## src/rtl/weight_loader_if.sv

```systemverilog
// Weight stream channel: valid/ready words with an end-of-layer marker.
// Master is the host/DMA side; slave is the loader.
interface weight_loader_if #(
  parameter int dataWidth = 16
);
  logic                 s_valid;
  logic                 s_ready;
  logic [dataWidth-1:0] s_data;
  logic                 s_last;

  modport master (output s_valid, output s_data, output s_last, input s_ready);
  modport slave  (input s_valid, input s_data, input s_last, output s_ready);
endinterface

```

## src/rtl/weight_loader.sv

```systemverilog
// Writes a neuron-major weight stream into a layer's per-neuron weight memories.
// Write latency 1 cycle; one word/cycle in LOAD; s_ready low outside LOAD.
module weight_loader #(
  parameter int numNeuron    = 10,
  parameter int numWeight    = 30,
  parameter int addressWidth = $clog2(numWeight),
  parameter int dataWidth    = 16
) (
  input  logic                    clk,
  input  logic                    rst,
  input  logic                    start,
  weight_loader_if.slave          s,
  output logic [numNeuron-1:0]    wen,
  output logic [addressWidth-1:0] wadd,
  output logic [dataWidth-1:0]    win,
  output logic                    busy,
  output logic                    done,
  output logic                    error
);

  localparam int NcW = (numNeuron > 1) ? $clog2(numNeuron) : 1;
  localparam logic [NcW-1:0]          NLAST = NcW'(numNeuron - 1);
  localparam logic [addressWidth-1:0] WLAST = addressWidth'(numWeight - 1);

  typedef enum logic [1:0] {IDLE, LOAD, DONE} state_t;

  state_t                  state_q, state_d;
  logic [NcW-1:0]          ncnt_q, ncnt_d;
  logic [addressWidth-1:0] wcnt_q, wcnt_d;
  logic [numNeuron-1:0]    wen_q, wen_d;
  logic [addressWidth-1:0] wadd_q, wadd_d;
  logic [dataWidth-1:0]    win_q, win_d;
  logic                    error_q, error_d;

  logic accept;
  logic final_beat;
  logic term_beat;

  assign accept     = (state_q == LOAD) && s.s_valid;
  assign final_beat = (ncnt_q == NLAST) && (wcnt_q == WLAST);
  // s_last ends the load early; the final beat ends it regardless of s_last.
  assign term_beat  = accept && (final_beat || s.s_last);

  always_ff @(posedge clk or posedge rst) begin
    if (rst) begin
      state_q <= IDLE;
      ncnt_q  <= '0;
      wcnt_q  <= '0;
      wen_q   <= '0;
      wadd_q  <= '0;
      win_q   <= '0;
      error_q <= 1'b0;
    end else begin
      state_q <= state_d;
      ncnt_q  <= ncnt_d;
      wcnt_q  <= wcnt_d;
      wen_q   <= wen_d;
      wadd_q  <= wadd_d;
      win_q   <= win_d;
      error_q <= error_d;
    end
  end

  always_comb begin
    state_d = state_q;
    case (state_q)
      IDLE:    if (start) state_d = LOAD;
      LOAD:    if (term_beat) state_d = DONE;
      DONE:    state_d = IDLE;
      default: state_d = IDLE;
    endcase
  end

  always_comb begin
    ncnt_d  = ncnt_q;
    wcnt_d  = wcnt_q;
    wen_d   = '0;
    wadd_d  = wadd_q;
    win_d   = win_q;
    error_d = error_q;
    if (state_q == IDLE && start) begin
      ncnt_d  = '0;
      wcnt_d  = '0;
      error_d = 1'b0;
    end
    if (accept) begin
      wen_d  = numNeuron'(1) << ncnt_q;
      wadd_d = wcnt_q;
      win_d  = s.s_data;
      if (final_beat != s.s_last) error_d = 1'b1;
      // Counters freeze on the terminating beat so they never wrap past the end.
      if (!term_beat) begin
        if (wcnt_q == WLAST) begin
          wcnt_d = '0;
          ncnt_d = ncnt_q + NcW'(1);
        end else begin
          wcnt_d = wcnt_q + addressWidth'(1);
        end
      end
    end
  end

  always_comb begin
    s.s_ready = (state_q == LOAD);
    busy      = (state_q != IDLE);
    done      = (state_q == DONE);
  end

  assign wen   = wen_q;
  assign wadd  = wadd_q;
  assign win   = win_q;
  assign error = error_q;

endmodule
```

## src/flat_wrapper.sv

```systemverilog
// flat-port wrapper written by rule: the top's interface ports become plain ports
module weight_loader_flat 
#(
  parameter int numNeuron    = 10,
  parameter int numWeight    = 30,
  parameter int addressWidth = $clog2(numWeight),
  parameter int dataWidth    = 16
)
  (clk, rst, start, wen, wadd, win, busy, done, error, s_s_valid, s_s_data, s_s_last, s_s_ready);
  weight_loader_if #(.dataWidth(dataWidth)) s_i ();
  input  logic clk;
  input  logic rst;
  input  logic start;
  output logic [numNeuron-1:0] wen;
  output logic [addressWidth-1:0] wadd;
  output logic [dataWidth-1:0] win;
  output logic busy;
  output logic done;
  output logic error;
  input wire logic [$bits(s_i.s_valid)-1:0] s_s_valid;
  input wire logic [$bits(s_i.s_data)-1:0] s_s_data;
  input wire logic [$bits(s_i.s_last)-1:0] s_s_last;
  output wire logic [$bits(s_i.s_ready)-1:0] s_s_ready;
  assign s_i.s_valid = s_s_valid;
  assign s_i.s_data = s_s_data;
  assign s_i.s_last = s_s_last;
  assign s_s_ready = s_i.s_ready;
  weight_loader #(.numNeuron(numNeuron), .numWeight(numWeight), .addressWidth(addressWidth), .dataWidth(dataWidth)) u_core (.clk(clk), .rst(rst), .start(start), .s(s_i), .wen(wen), .wadd(wadd), .win(win), .busy(busy), .done(done), .error(error));
endmodule
```

## config.mk

```make
export PLATFORM = sky130hd
export DESIGN_NAME = weight_loader_flat
export DESIGN_NICKNAME = d
export VERILOG_FILES = /design/src/rtl/weight_loader_if.sv /design/src/rtl/weight_loader.sv /design/src/flat_wrapper.sv
export SDC_FILE = /design/constraint.sdc
export NUM_CORES = 1
export LEC_CHECK = 0
export ABC_AREA = 1
export BUFFER_PORTS_ARGS = -buffer_cell sky130_fd_sc_hd__buf_4
export CAP_MARGIN = 30
export CORE_MARGIN = 2
export CORE_UTILIZATION = 35
export CTS_CLUSTER_SIZE = 10
export DETAILED_ROUTE_END_ITERATION = 7
export PLACE_DENSITY = 0.55
export SLEW_MARGIN = 0
export SYNTH_ARGS = -nofsm -noshare
export SYNTH_HDL_FRONTEND = slang
export SYNTH_SLANG_ARGS = --single-unit
```

## constraint.sdc

```tcl
create_clock -name clk -period 2.2 [get_ports clk]
set_input_delay 0.11 -clock clk [delete_from_list [all_inputs] [get_ports clk]]
set_output_delay 0.11 -clock clk [all_outputs]
set_load 0.1 [all_outputs]
```

* After elaboration in Yosys (flattened, before gate mapping)
Index checks and enable logic that the tools add are counted.
** Storage, ports and cells
- Output and inout port bits :: 35
- Input port bits :: 21
- Register bits after elaboration :: 43
** Operators by class
- Shifts and indexed selects :: 1
- Multiplexer cells :: 15
- Reductions and logical operators :: 8
- Add/subtract/negate cells :: 2
- Eq/ne operators :: 7
** Operators by type and width (count)
- 2-to-1 mux 5 bit :: 4
- 2-to-1 mux 4 bit :: 4
- 2-to-1 mux 10 bit :: 1
- << shifter 1 x 4 -> 10 bit, first input constant :: 1
- adder 5 x 1 -> 5 bit, second input constant :: 1
- == test 5 bit, second input constant :: 1
- adder 4 x 1 -> 4 bit, second input constant :: 1
- == test 4 bit, second input constant :: 1
- logical AND 1 bit :: 4
- 2-to-1 mux 2 bit :: 2
- case mux 2 bit (2 select lines) :: 1
- 2-to-1 mux 1 bit :: 3
- == test 2 x 1 -> 1 bit, second input constant :: 1
- == test 2 bit, second input constant :: 1
- zero test 2 bit :: 1
- != test 2 x 1 -> 1 bit, second input constant :: 1
- != test 2 bit, second input constant :: 1
- AND reduction 2 bit :: 1
- nonzero test 2 bit :: 1
- logical OR 1 bit :: 1
- != test 1 bit :: 1

* Longest topological paths before layout
Gate-level depths: netlist of the first run.
- Depth in word-level cells :: 6
- Depth in mapped cells :: 12
- Depth with buffers taken out :: 12

* Least setup slack after synthesis of the first run
No wires, ideal clock.
- Path kind :: reg2out
- Start point :: reg u_core.state_q[0]
- End point :: out done
- Slack :: 0.387 ns
- Data arrival time :: 1.703 ns
- Stages on the path, launching flop included :: 2
- Required time :: 2.090 ns
- Cells stage by stage :: dfrtp_1 nor2_1
** Between the ends
- Longest elaborated chain between the ends :: 1
** Ends and longest elaborated chain
- from (decl) :: line weight_loader.sv:27 : state_t state_q, state_d;
- from (signal assigned) :: line weight_loader.sv:54 : state_q <= state_d;
- == test 2 bit :: line weight_loader.sv:106 : done = (state_q == DONE);
- to (decl) :: line flat_wrapper.sv:18 : output logic done;
Every way passes these cells.

* Worst setup path after layout of the first run
- Start point :: reg u_core.ncnt_q[1]
- End point :: reg u_core.ncnt_q[0]
** Between the ends
- Longest elaborated chain between the ends :: 6
** Ends and longest elaborated chain
- from (decl) :: line weight_loader.sv:28 : logic [NcW-1:0] ncnt_q, ncnt_d;
- from (signal assigned) :: line weight_loader.sv:55 : ncnt_q <= ncnt_d;
- == test 4 bit :: line weight_loader.sv:40 : assign final_beat = (ncnt_q == NLAST) && (wcnt_q == WLAST);
- logical AND 1 bit :: line weight_loader.sv:40
- logical OR 1 bit :: line weight_loader.sv:42 : assign term_beat = accept && (final_beat || s.s_last);
- logical AND 1 bit :: line weight_loader.sv:42
- 2-to-1 mux 4 bit :: line weight_loader.sv:92 : if (!term_beat) begin
- 2-to-1 mux 4 bit :: line weight_loader.sv:86 : if (accept) begin
- net u_core.ncnt_d[0] :: line weight_loader.sv:28
The timed path passes the listed nets, and every way through them passes these cells.
A chain may end at the register's enable or synchronous reset.

==> flow_metrics.env, run 1 <==
export IMPL_startpoint="u_core.ncnt_q[1]$_DFF_PP0_"
export IMPL_syn_nets=250
export IMPL_grt_pass1_vias=1493
export IMPL_seq_area_um2=1080
export IMPL_yosysSeqAreaShare_pct=54.8
export IMPL_synth_cells=220
export IMPL_place_area_um2=2430
export IMPL_syn_area_per_cell_um2=8.93
export IMPL_grt_setup_unrepaired="false"
export IMPL_setup_ws_ns=0.357
export IMPL_cts_buffers=5
export IMPL_yosysWarningCount=0
export IMPL_path_cells="inv_1, ha_1, nand3_1, or2_2, ha_1, nand4_4, nor2_2, nand2_1, nand2_1"
export IMPL_pre_cts_slack_ns=0.334
export IMPL_clk_path_buf_depth=2
export IMPL_fill_cells=567
export IMPL_drt_wl_total_mm=4.17
export IMPL_hp_class="primary input to register"
export IMPL_p_leak_nw=1.40
export IMPL_cts_tree="done"
export IMPL_antenna_found_initial=0
export IMPL_timing_rr_start="u_core.ncnt_q[1]$_DFF_PP0_"
export IMPL_worst_ep_arrival_time_ns=2.03
export IMPL_detail_route_antenna_nets=0
export IMPL_worst_pin_slew_ns=0.533
export IMPL_ys_seq_elements=43
export IMPL_cp_depth=9
export IMPL_grt_max_degree=44
export IMPL_ios=56
export IMPL_most_common_layout_cells="nand2_1 (75), buf_4 (60), dfrtp_1 (43)"
export IMPL_cts_resized=0
export IMPL_whs_path_depth=3
export IMPL_power_mw=4.08
export IMPL_power_density_nw_per_um2=1590
export IMPL_cts_setup_buffers=0
export IMPL_worstSetupPathType="register to register"
export IMPL_final_core_util_pct=46.8
export IMPL_num_vias=1577
export IMPL_dr_first_iter_drc_count=121
export IMPL_final_common_cell="nand2_1"
export IMPL_placed_cells_incl_taps=342
export IMPL_hold_violations=0
export IMPL_synth_cell_types=22
export IMPL_io_buffers=55
export IMPL_cts_sinks=43
export IMPL_fin_cells=351
export IMPL_cp_end_kind="register"
export IMPL_hold_start="s_s_data[4]"
export IMPL_path_buf_inv=1
export IMPL_dieArea_um2=6230
export IMPL_htreeDepth=2
export IMPL_holdWs_ns=0.0353
export IMPL_gr_usage_all_layers_pct=14.5
export IMPL_ir_drop_mv=0.687
export IMPL_final_area_um2=2560
export IMPL_critPathMaxStageDelay_ns=0.44
export IMPL_wl_per_cell_um=11.9
export IMPL_clock_skew_final_ns=0.00358
export IMPL_clk_pin_slew_ns=0.08
export IMPL_fin_nets=308
export IMPL_fin_setup_tns_ns=0
export IMPL_post_route_period_util_pct=83.8
export IMPL_drc=0
export IMPL_place_congestion=0.747
export IMPL_cts_root_buf="clkbuf_8"
export IMPL_cp_max_fo=7
export IMPL_syn_cell_area_um2=1960
export IMPL_syn_to_final_growth_pct=30.4
export IMPL_crit_required_ns=2.39
export IMPL_crit_family="simple AND/OR/NAND/NOR gates"
export IMPL_cp_slowest_cell="dfrtp_1"
export IMPL_status="completed"
export IMPL_row_count=27
export IMPL_relSlewSlack_pct=64.5
export IMPL_clk_latency_ns=0.29
export IMPL_dr_pass1_iters=4
export IMPL_die_w_um=78.9
export IMPL_coreArea_um2=5470
export IMPL_fmax_ghz=0.543
export IMPL_start_util_pct=35.9
export IMPL_start_kind="register"
export IMPL_hpwl_mm=2.96
export IMPL_grt_first_pass_wirelength_mm=6.96
export IMPL_period_needed_ns=1.84
export IMPL_multi_input_area_um2=739
export IMPL_viasPerCell=4.49
export IMPL_die_h_um=78.9
export IMPL_grt_overflow=0
export IMPL_maxCapViolCount=0
export IMPL_drive_above_1_share_pct=28.0
export IMPL_reg2reg_depth=9
export IMPL_final_max_slew_violation_count=0
export IMPL_finalSetupViolCount=0
export IMPL_diodes=0
Yosys cell counts, drive strengths merged:
cell type / number / share of area [%]
o21ai: 5 / 1.3
buf: 9 / 3.4
clkbuf: 1 / 0.19
inv: 21 / 4.0
dfrtp: 43 / 55
ha: 9 / 5.7
nor4: 7 / 2.2
or2: 1 / 0.32
nand3: 29 / 7.6
nor2: 14 / 3.3
nand4: 4 / 2.0
xor2: 1 / 0.45
nand2: 76 / 15
layer usage:
metal  vias up  wire, um  part of all wire (%)  global-route usage (%)
met5         -         0                     0                       0
met4         0        23                  0.55                    5.17
met3         2       204                   4.9                    4.32
met2        38      2010                    48                    24.3
met1       726      1920                    46                    17.7
li1        811         -                     -                       -
sequential cells by signal (all words and copies together), names as in the netlist:
signal,cells
u_core.state_q,2
u_core.ncnt_q,4
u_core.wadd,5
u_core.error,1
u_core.wcnt_q,5
u_core.win,16
u_core.wen,10
worst reg2reg max path, delay by kind of cell (launching register included):
kind / cells / cell delay [ns]
adders and majority gates: 2 / 0.43
buffers and inverters: 1 / 0.11
DFF: 1 / 0.44
and+or+nand+nor: 6 / 0.76
timing repair:
item                       in CTS  in global routing
hold endpoints to repair       43                  0
hold buffers                    1                  0
setup endpoints to repair       0                  0
power by group:
part	internal [mW]	switching, mW	total [mW]
combinational	0.447	1.86	2.31
clock	0.368	0.277	0.644
sequential	0.995	0.137	1.13
worst paths after layout:
path                                              end  slack, ns
max                        u_core.ncnt_q[0]$_DFF_PP0_       0.36
max in group asynchronous  u_core.win[14]$_DFFE_PP0P_       1.33
min in group asynchronous   u_core.win[9]$_DFFE_PP0P_       0.49
min                         u_core.win[4]$_DFFE_PP0P_       0.04
min reg2reg                u_core.win[11]$_DFFE_PP0P_       0.48
max reg2reg                u_core.ncnt_q[0]$_DFF_PP0_       0.36
area by class of cell:
type	instances	area share, %
repair buffers	61	18.0
flip-flops and latches	43	42.0
clock buffers	6	3.22
multi-input cells	146	28.9
inverters	21	3.08
well taps	72	3.52
clock inverters	2	1.37
kinds of logic (layout without fill, tap and decap cells):
logic type | count (synthesis) | count (layout) | share of synthesized area, %
simple gates | 131 | 131 | 30.2
flops | 43 | 43 | 54.8
buf+inv | 31 | 90 | 7.58
fa+ha+maj | 9 | 9 | 5.73
compound gates | 5 | 5 | 1.27
xor+xnor | 1 | 1 | 0.446
Note: power is estimated with default switching activity, not from simulation.
==> run 2, diff against run 1 <==
--- a/config.mk
+++ b/config.mk
@@ -12,7 +12,7 @@
 export CORE_UTILIZATION = 35
 export CTS_CLUSTER_SIZE = 10
 export DETAILED_ROUTE_END_ITERATION = 7
-export PLACE_DENSITY = 0.55
+export PLACE_DENSITY = 0.58
 export SLEW_MARGIN = 0
 export SYNTH_ARGS = -nofsm -noshare
 export SYNTH_HDL_FRONTEND = slang
==> constraint.sdc (replaced) <==
create_clock -name clk -period 1.48 [get_ports clk]
set_input_delay 0.074 -clock clk [delete_from_list [all_inputs] [get_ports clk]]
set_output_delay 0.074 -clock clk [all_outputs]
set_load 0.1 [all_outputs]
==> run 2 against run 1 <==
  * The flow now finishes with violations (setup timing)
  * Count of clock-buffer cells in the layout stayed put
  * Wire length rose by 4.2%
  * First-iteration DRC count fell by 28%
  * Via count rose by 4.7%
  * Non-clock buffer count grew 14
  * Sequential share of layout area shrank 2.8 points
  * Design area rose by 7.1%
  * Clock skew barely moved
  * Worst setup slack lost 0.47 ns
  * Maximum frequency increased by 16%
  * Sequential cell count stayed put
  * Critical path type unchanged
==> flow_metrics.env, run 2 (synthesized netlist as in run 1, its figures left out) <==
export IMPL_largest_register_ffs=16
export IMPL_diodes=0
export IMPL_detail_route_antenna_nets=0
export IMPL_grt_max_degree=31
export IMPL_setup_ws_ns=-0.111
export IMPL_place_congestion=0.777
export IMPL_grt_setup_unrepaired="true"
export IMPL_row_count=27
export IMPL_clock_skew_final_ns=0.00407
export IMPL_use_met1_pct=18.5
export IMPL_grt_overflow=0
export IMPL_die_h_um=78.9
export IMPL_num_vias=1651
export IMPL_reg2reg_depth=11
export IMPL_pre_cts_slack_ns=-0.132
export IMPL_period_needed_ns=1.59
export IMPL_relSlewSlack_pct=65.9
export IMPL_p_leak_nw=1.49
export IMPL_cts_root_buf="clkbuf_8"
export IMPL_drive_above_1_share_pct=35.2
export IMPL_holdWs_ns=0.00602
export IMPL_post_route_period_util_pct=108
export IMPL_worst_pin_slew_ns=0.508
export IMPL_fin_nets=322
export IMPL_finalSetupViolCount=9
export IMPL_hp_class="primary input to register"
export IMPL_drt_wl_total_mm=4.34
export IMPL_htreeDepth=2
export IMPL_fmax_ghz=0.628
export IMPL_gr_usage_all_layers_pct=14.6
export IMPL_start_util_pct=35.9
export IMPL_worstSetupPathType="register to register"
export IMPL_critPathMaxStageDelay_ns=0.39
export IMPL_maxCapViolCount=0
export IMPL_busiest_layer="met2"
export IMPL_antenna_found_initial=0
export IMPL_ios=56
export IMPL_wl_per_cell_um=11.9
export IMPL_most_common_layout_cells="nand2_1 (72), buf_4 (72), dfrtp_1 (43)"
export IMPL_die_w_um=78.9
export IMPL_status="complete, but fails checks"
export IMPL_final_max_slew_violation_count=0
export IMPL_worst_ep_arrival_time_ns=1.77
export IMPL_dr_pass1_iters=4
export IMPL_clk_latency_ns=0.29
export IMPL_coreArea_um2=5470
export IMPL_violations="setup timing"
export IMPL_grt_first_pass_wirelength_mm=7.10
export IMPL_met3_usage_pct=3.75
export IMPL_cp_slowest_cell="dfrtp_1"
export IMPL_drc=0
export IMPL_grt_pass1_vias=1568
export IMPL_path_cells="inv_2, ha_4, nand2_4, inv_2, nand2_2, or2_4, ha_4, nand4_4, nor2_4, nand2_1, nand2_1"
export IMPL_ir_drop_mv=1.43
export IMPL_cts_tree="done"
export IMPL_power_density_nw_per_um2=2260
export IMPL_cts_sinks=43
export IMPL_cp_end_kind="register"
export IMPL_whs_path_depth=3
export IMPL_hpwl_mm=3.12
export IMPL_start_kind="register"
export IMPL_cp_max_fo=7
export IMPL_viasPerCell=4.52
export IMPL_io_buffers=55
export IMPL_syn_to_final_growth_pct=39.7
export IMPL_clk_path_buf_depth=2
export IMPL_dieArea_um2=6230
export IMPL_grt_met2_usage_pct=24.2
export IMPL_clk_pin_slew_ns=0.08
export IMPL_cts_buffers=5
export IMPL_dr_first_iter_drc_count=87
export IMPL_hold_violations=0
export IMPL_crit_required_ns=1.66
## run 2: final timing paths
| kind | startpoint | endpoint | slack [ns] |
|---|---|---|---|
| worst max-delay path | u_core.wcnt_q[1]$_DFF_PP0_ | u_core.wcnt_q[0]$_DFF_PP0_ | -0.11 |
| worst min-delay path | s_s_data[6] | u_core.win[6]$_DFFE_PP0P_ | 0.006 |
| worst max register to register | u_core.wcnt_q[1]$_DFF_PP0_ | u_core.wcnt_q[0]$_DFF_PP0_ | -0.11 |
| worst min register to register | u_core.win[11]$_DFFE_PP0P_ | u_core.win[11]$_DFFE_PP0P_ | 0.48 |
| max in group asynchronous | rst | u_core.win[2]$_DFFE_PP0P_ | 0.70 |
| min in group asynchronous | rst | u_core.win[14]$_DFFE_PP0P_ | 0.31 |
## run 2: report_power, final
part / switching (mW) / internal, mW / total (mW)
clock: 0.390 / 0.546 / 0.936
sequential: 0.190 / 1.48 / 1.67
combinational: 2.85 / 0.758 / 3.61
## run 2: layer usage
| layer | wire length [um] | vias up |
|---|---|---|
| li1 | - | 842 |
| met1 | 2020 | 766 |
| met2 | 2050 | 38 |
| met3 | 198 | 5 |
| met4 | 65 | 0 |
| met5 | 0 | - |
## run 2: timing repair
item	in CTS	in global routing
hold buffers	1	0
hold endpoints to repair	13	0
resized for setup	5	9
pin swaps	1	10
setup buffers	1	1
setup endpoints to repair	11	12
## run 2: through the flow
stage               setup TNS (ns)  instance area (um2)  power (mW)  utilization (%)  instances
floorplan                   -0.457                 1980        4.46                -        220
global placement            -0.904                 2550        5.21             46.7        354
detailed placement          -0.989                 2550        5.23             46.7        354
CTS                         -0.837                 2710        6.18             49.5        364
global route                 -1.88                 2740        6.49             50.1        365
finish                      -0.752                 2740        6.21             50.1        365
## run 2: cell type report
type | count | area [um2]
fill | 533 | 2730
sequential | 43 | 1080
multi-input combinational | 146 | 800
timing repair buffer | 75 | 582
tap | 72 | 90.1
clock buffer | 6 | 82.6
inverter | 21 | 78.8
clock inverter | 2 | 35.0
## run 2: critical path: cells and delay by family, from the launching register on
family                   cells  cell delay, ns
AND/OR/NAND/NOR              7            0.66
adder cells (fa/ha/maj)      2            0.31
flip-flops                   1            0.39
buffers and inverters        2            0.13
==> run 3, diff against run 2 <==
--- a/config.mk
+++ b/config.mk
@@ -12,6 +12,7 @@
 export CORE_UTILIZATION = 35
 export CTS_CLUSTER_SIZE = 10
 export DETAILED_ROUTE_END_ITERATION = 7
+export MAX_ROUTING_LAYER = met4
 export PLACE_DENSITY = 0.58
 export SLEW_MARGIN = 0
 export SYNTH_ARGS = -nofsm -noshare
==> constraint.sdc (replaced) <==
create_clock -name clk -period 1.48 [get_ports clk]
set_input_delay 0.148 -clock clk [delete_from_list [all_inputs] [get_ports clk]]
set_output_delay 0.148 -clock clk [all_outputs]
set_load 0.1 [all_outputs]
==> run 3 against run 2 <==
  * The run still ends with setup timing left
  * Critical path depth unchanged
  * Clock power fell by 23%
  * Via count shrank 0.36%
  * Sequential power about the same
  * Design area is 0.91% lower
  * Critical path type unchanged
  * Cell count stayed put
  * Total power decreased by 4.0%
  * Die area is the same
  * Sequential cell count stayed put
  * Worst setup slack improved by 0.0049 ns
==> flow_metrics.env, run 3 (synthesized netlist as in run 1, its figures left out) <==
export IMPL_dieArea_um2=6230
export IMPL_clkPwrFrac_pct=12.1
export IMPL_hp_class="primary input to register"
export IMPL_num_vias=1645
export IMPL_reg2reg_depth=11
export IMPL_cp_max_fo=7
export IMPL_drc=0
export IMPL_hold_violations=0
export IMPL_ir_drop_mv=1.12
export IMPL_crit_family="simple AND/OR/NAND/NOR gates"
export IMPL_detail_route_antenna_nets=0
export IMPL_die_h_um=78.9
export IMPL_cts_root_buf="clkbuf_8"
export IMPL_coreArea_um2=5470
export IMPL_crit_required_ns=1.72
export IMPL_power_density_nw_per_um2=2190
export IMPL_clk_pin_slew_ns=0.08
export IMPL_cts_sinks=43
export IMPL_status="complete, but fails checks"
export IMPL_relSlewSlack_pct=65.0
export IMPL_hpwl_mm=2.99
export IMPL_p_leak_nw=1.47
export IMPL_timing_rr_start="u_core.wcnt_q[1]$_DFF_PP0_"
export IMPL_antenna_found_initial=0
export IMPL_dr_pass1_iters=4
export IMPL_drive_above_1_share_pct=34.5
export IMPL_fin_nets=322
export IMPL_holdWs_ns=0.0745
export IMPL_worst_pin_slew_ns=0.522
export IMPL_hold_start="s_s_data[5]"
export IMPL_start_kind="register"
export IMPL_fin_setup_tns_ns=-0.702
export IMPL_grt_overflow=0
export IMPL_startpoint="u_core.wcnt_q[1]$_DFF_PP0_"
export IMPL_cp_slowest_cell="dfrtp_1"
export IMPL_io_buffers=55
export IMPL_power_mw=5.97
export IMPL_start_util_pct=35.9
export IMPL_clk_path_buf_depth=2
export IMPL_grt_pass1_vias=1598
export IMPL_grt_setup_unrepaired="true"
export IMPL_cts_tree="done"
export IMPL_whs_path_depth=3
export IMPL_path_buf_inv=3
export IMPL_grt_max_degree=31
export IMPL_critPathMaxStageDelay_ns=0.39
export IMPL_viasPerCell=4.51
export IMPL_row_count=27
export IMPL_worstSetupPathType="register to register"
export IMPL_netSwitchingPower_mw=3.42
export IMPL_maxCapViolCount=0
export IMPL_finalSetupViolCount=9
export IMPL_violations="setup timing"
export IMPL_path_cells="inv_2, ha_4, nand2_4, inv_2, nand2_2, or2_4, ha_4, nand4_4, buf_4, nand3_1, nand2_1"
export IMPL_power_share_sequential_pct=27.9
export IMPL_final_max_slew_violation_count=0
export IMPL_final_core_util_pct=49.7
export IMPL_fill_cells=524
export IMPL_fmax_ghz=0.630
export IMPL_wl_per_cell_um=11.9
export IMPL_ios=56
export IMPL_gr_usage_all_layers_pct=15.6
export IMPL_largest_register_ffs=16
export IMPL_place_congestion=0.773
export IMPL_clock_skew_final_ns=0.00624
export IMPL_clk_latency_ns=0.29
export IMPL_power_frac_comb_pct=60.0
export IMPL_setup_ws_ns=-0.106
export IMPL_most_common_layout_cells="nand2_1 (73), buf_4 (72), dfrtp_1 (43)"
export IMPL_cp_end_kind="register"
export IMPL_intPower_mw=2.54
export IMPL_syn_to_final_growth_pct=38.4
export IMPL_diodes=0
export IMPL_swShare_pct=57.4
export IMPL_die_w_um=78.9
export IMPL_grt_first_pass_wirelength_mm=7.37
export IMPL_holdPathEnd="u_core.win[5]$_DFFE_PP0P_"
export IMPL_placed_cells_incl_taps=353
export IMPL_cts_buffers=5
export IMPL_drt_wl_total_mm=4.33
export IMPL_dr_first_iter_drc_count=99
export IMPL_period_needed_ns=1.59
export IMPL_worst_ep_arrival_time_ns=1.82
export IMPL_post_route_period_util_pct=107
export IMPL_final_common_cell="nand2_1"
export IMPL_fin_cells=365
export IMPL_r2r_end="u_core.wcnt_q[4]$_DFF_PP0_"
export IMPL_htreeDepth=2
export IMPL_r2r_setup_slack_ns=-0.11
-- run 3: cell types whose count changed in the layout (fill, tap and decap cells not counted) --
cell | before | now
clkbuf_1 | 0 | 1
bufinv_16 | 1 | 0
ha_2 | 1 | 0
ha_4 | 2 | 3
nand2_1 | 72 | 73
nand2_2 | 3 | 2
clkinvlp_4 | 0 | 1
clkbuf_8 | 6 | 5
-- run 3: worst register-to-register path, stage by stage, from the launching register on --
cell and delay, ns:
dfrtp_1 0.39, inv_2 0.07, ha_4 0.13, nand2_4 0.05, inv_2 0.05, nand2_2 0.05
or2_4 0.23, ha_4 0.18, nand4_4 0.12, buf_4 0.14, nand3_1 0.06, nand2_1 0.07
-- run 3: what timing repair did --
item,4_1_cts,5_1_grt
buffers inserted,1,2
pin swaps,2,6
gates resized for setup,6,8
endpoints found under the setup margin,10,13
hold buffers,1,0
endpoints found under the hold margin,13,0
-- run 3: layout make-up --
type / instances / area [um2] / share of cell area [%]
sequential: 43 / 1080 / 39.6
multi-input combinational: 146 / 807 / 29.7
timing repair buffer: 75 / 582 / 21.4
tap: 72 / 90.1 / 3.31
inverter: 21 / 78.8 / 2.90
clock buffer: 6 / 72.6 / 2.67
clock inverter: 2 / 12.5 / 0.460
-- run 3: power groups by stage --
stage	sequential (mW)	combinational [mW]	clock [mW]
floorplan	3.56	0.895	0
global placement	1.68	3.51	0
detailed placement	1.68	3.52	0
CTS	1.66	3.54	0.741
global route	1.71	3.75	0.791
finish	1.66	3.58	0.724
-- run 3: worst max-delay path by stage --
stage	end	slack, ns	cells past startpoint
final	u_core.wcnt_q[4]$_DFF_PP0_	-0.11	11
after global routing	u_core.wcnt_q[2]$_DFF_PP0_	-0.20	10
after CTS	u_core.wcnt_q[1]$_DFF_PP0_	-0.11	10
after detailed placement	u_core.wcnt_q[1]$_DFF_PP0_	-0.12	10
after global placement	u_core.wcnt_q[3]$_DFF_PP0_	-0.11	9
after floorplan	u_core.wcnt_q[2]$_DFF_PP0_	-0.05	11
-- run 3: metrics by stage --
step | worst slack (ns) | instance area [um2]
floorplan | -0.0547 | 1980
global placement | -0.112 | 2550
detailed placement | -0.124 | 2550
CTS | -0.111 | 2680
global route | -0.203 | 2720
finish | -0.106 | 2720
-- run 3: layer usage --
layer / vias up / track usage [%] / routed length (um)
li1: 839 / - / -
met1: 765 / 17.7 / 1980
met2: 34 / 26.8 / 2090
met3: 7 / 3.75 / 179
met4: 0 / 5.69 / 74
met5: - / - / 0
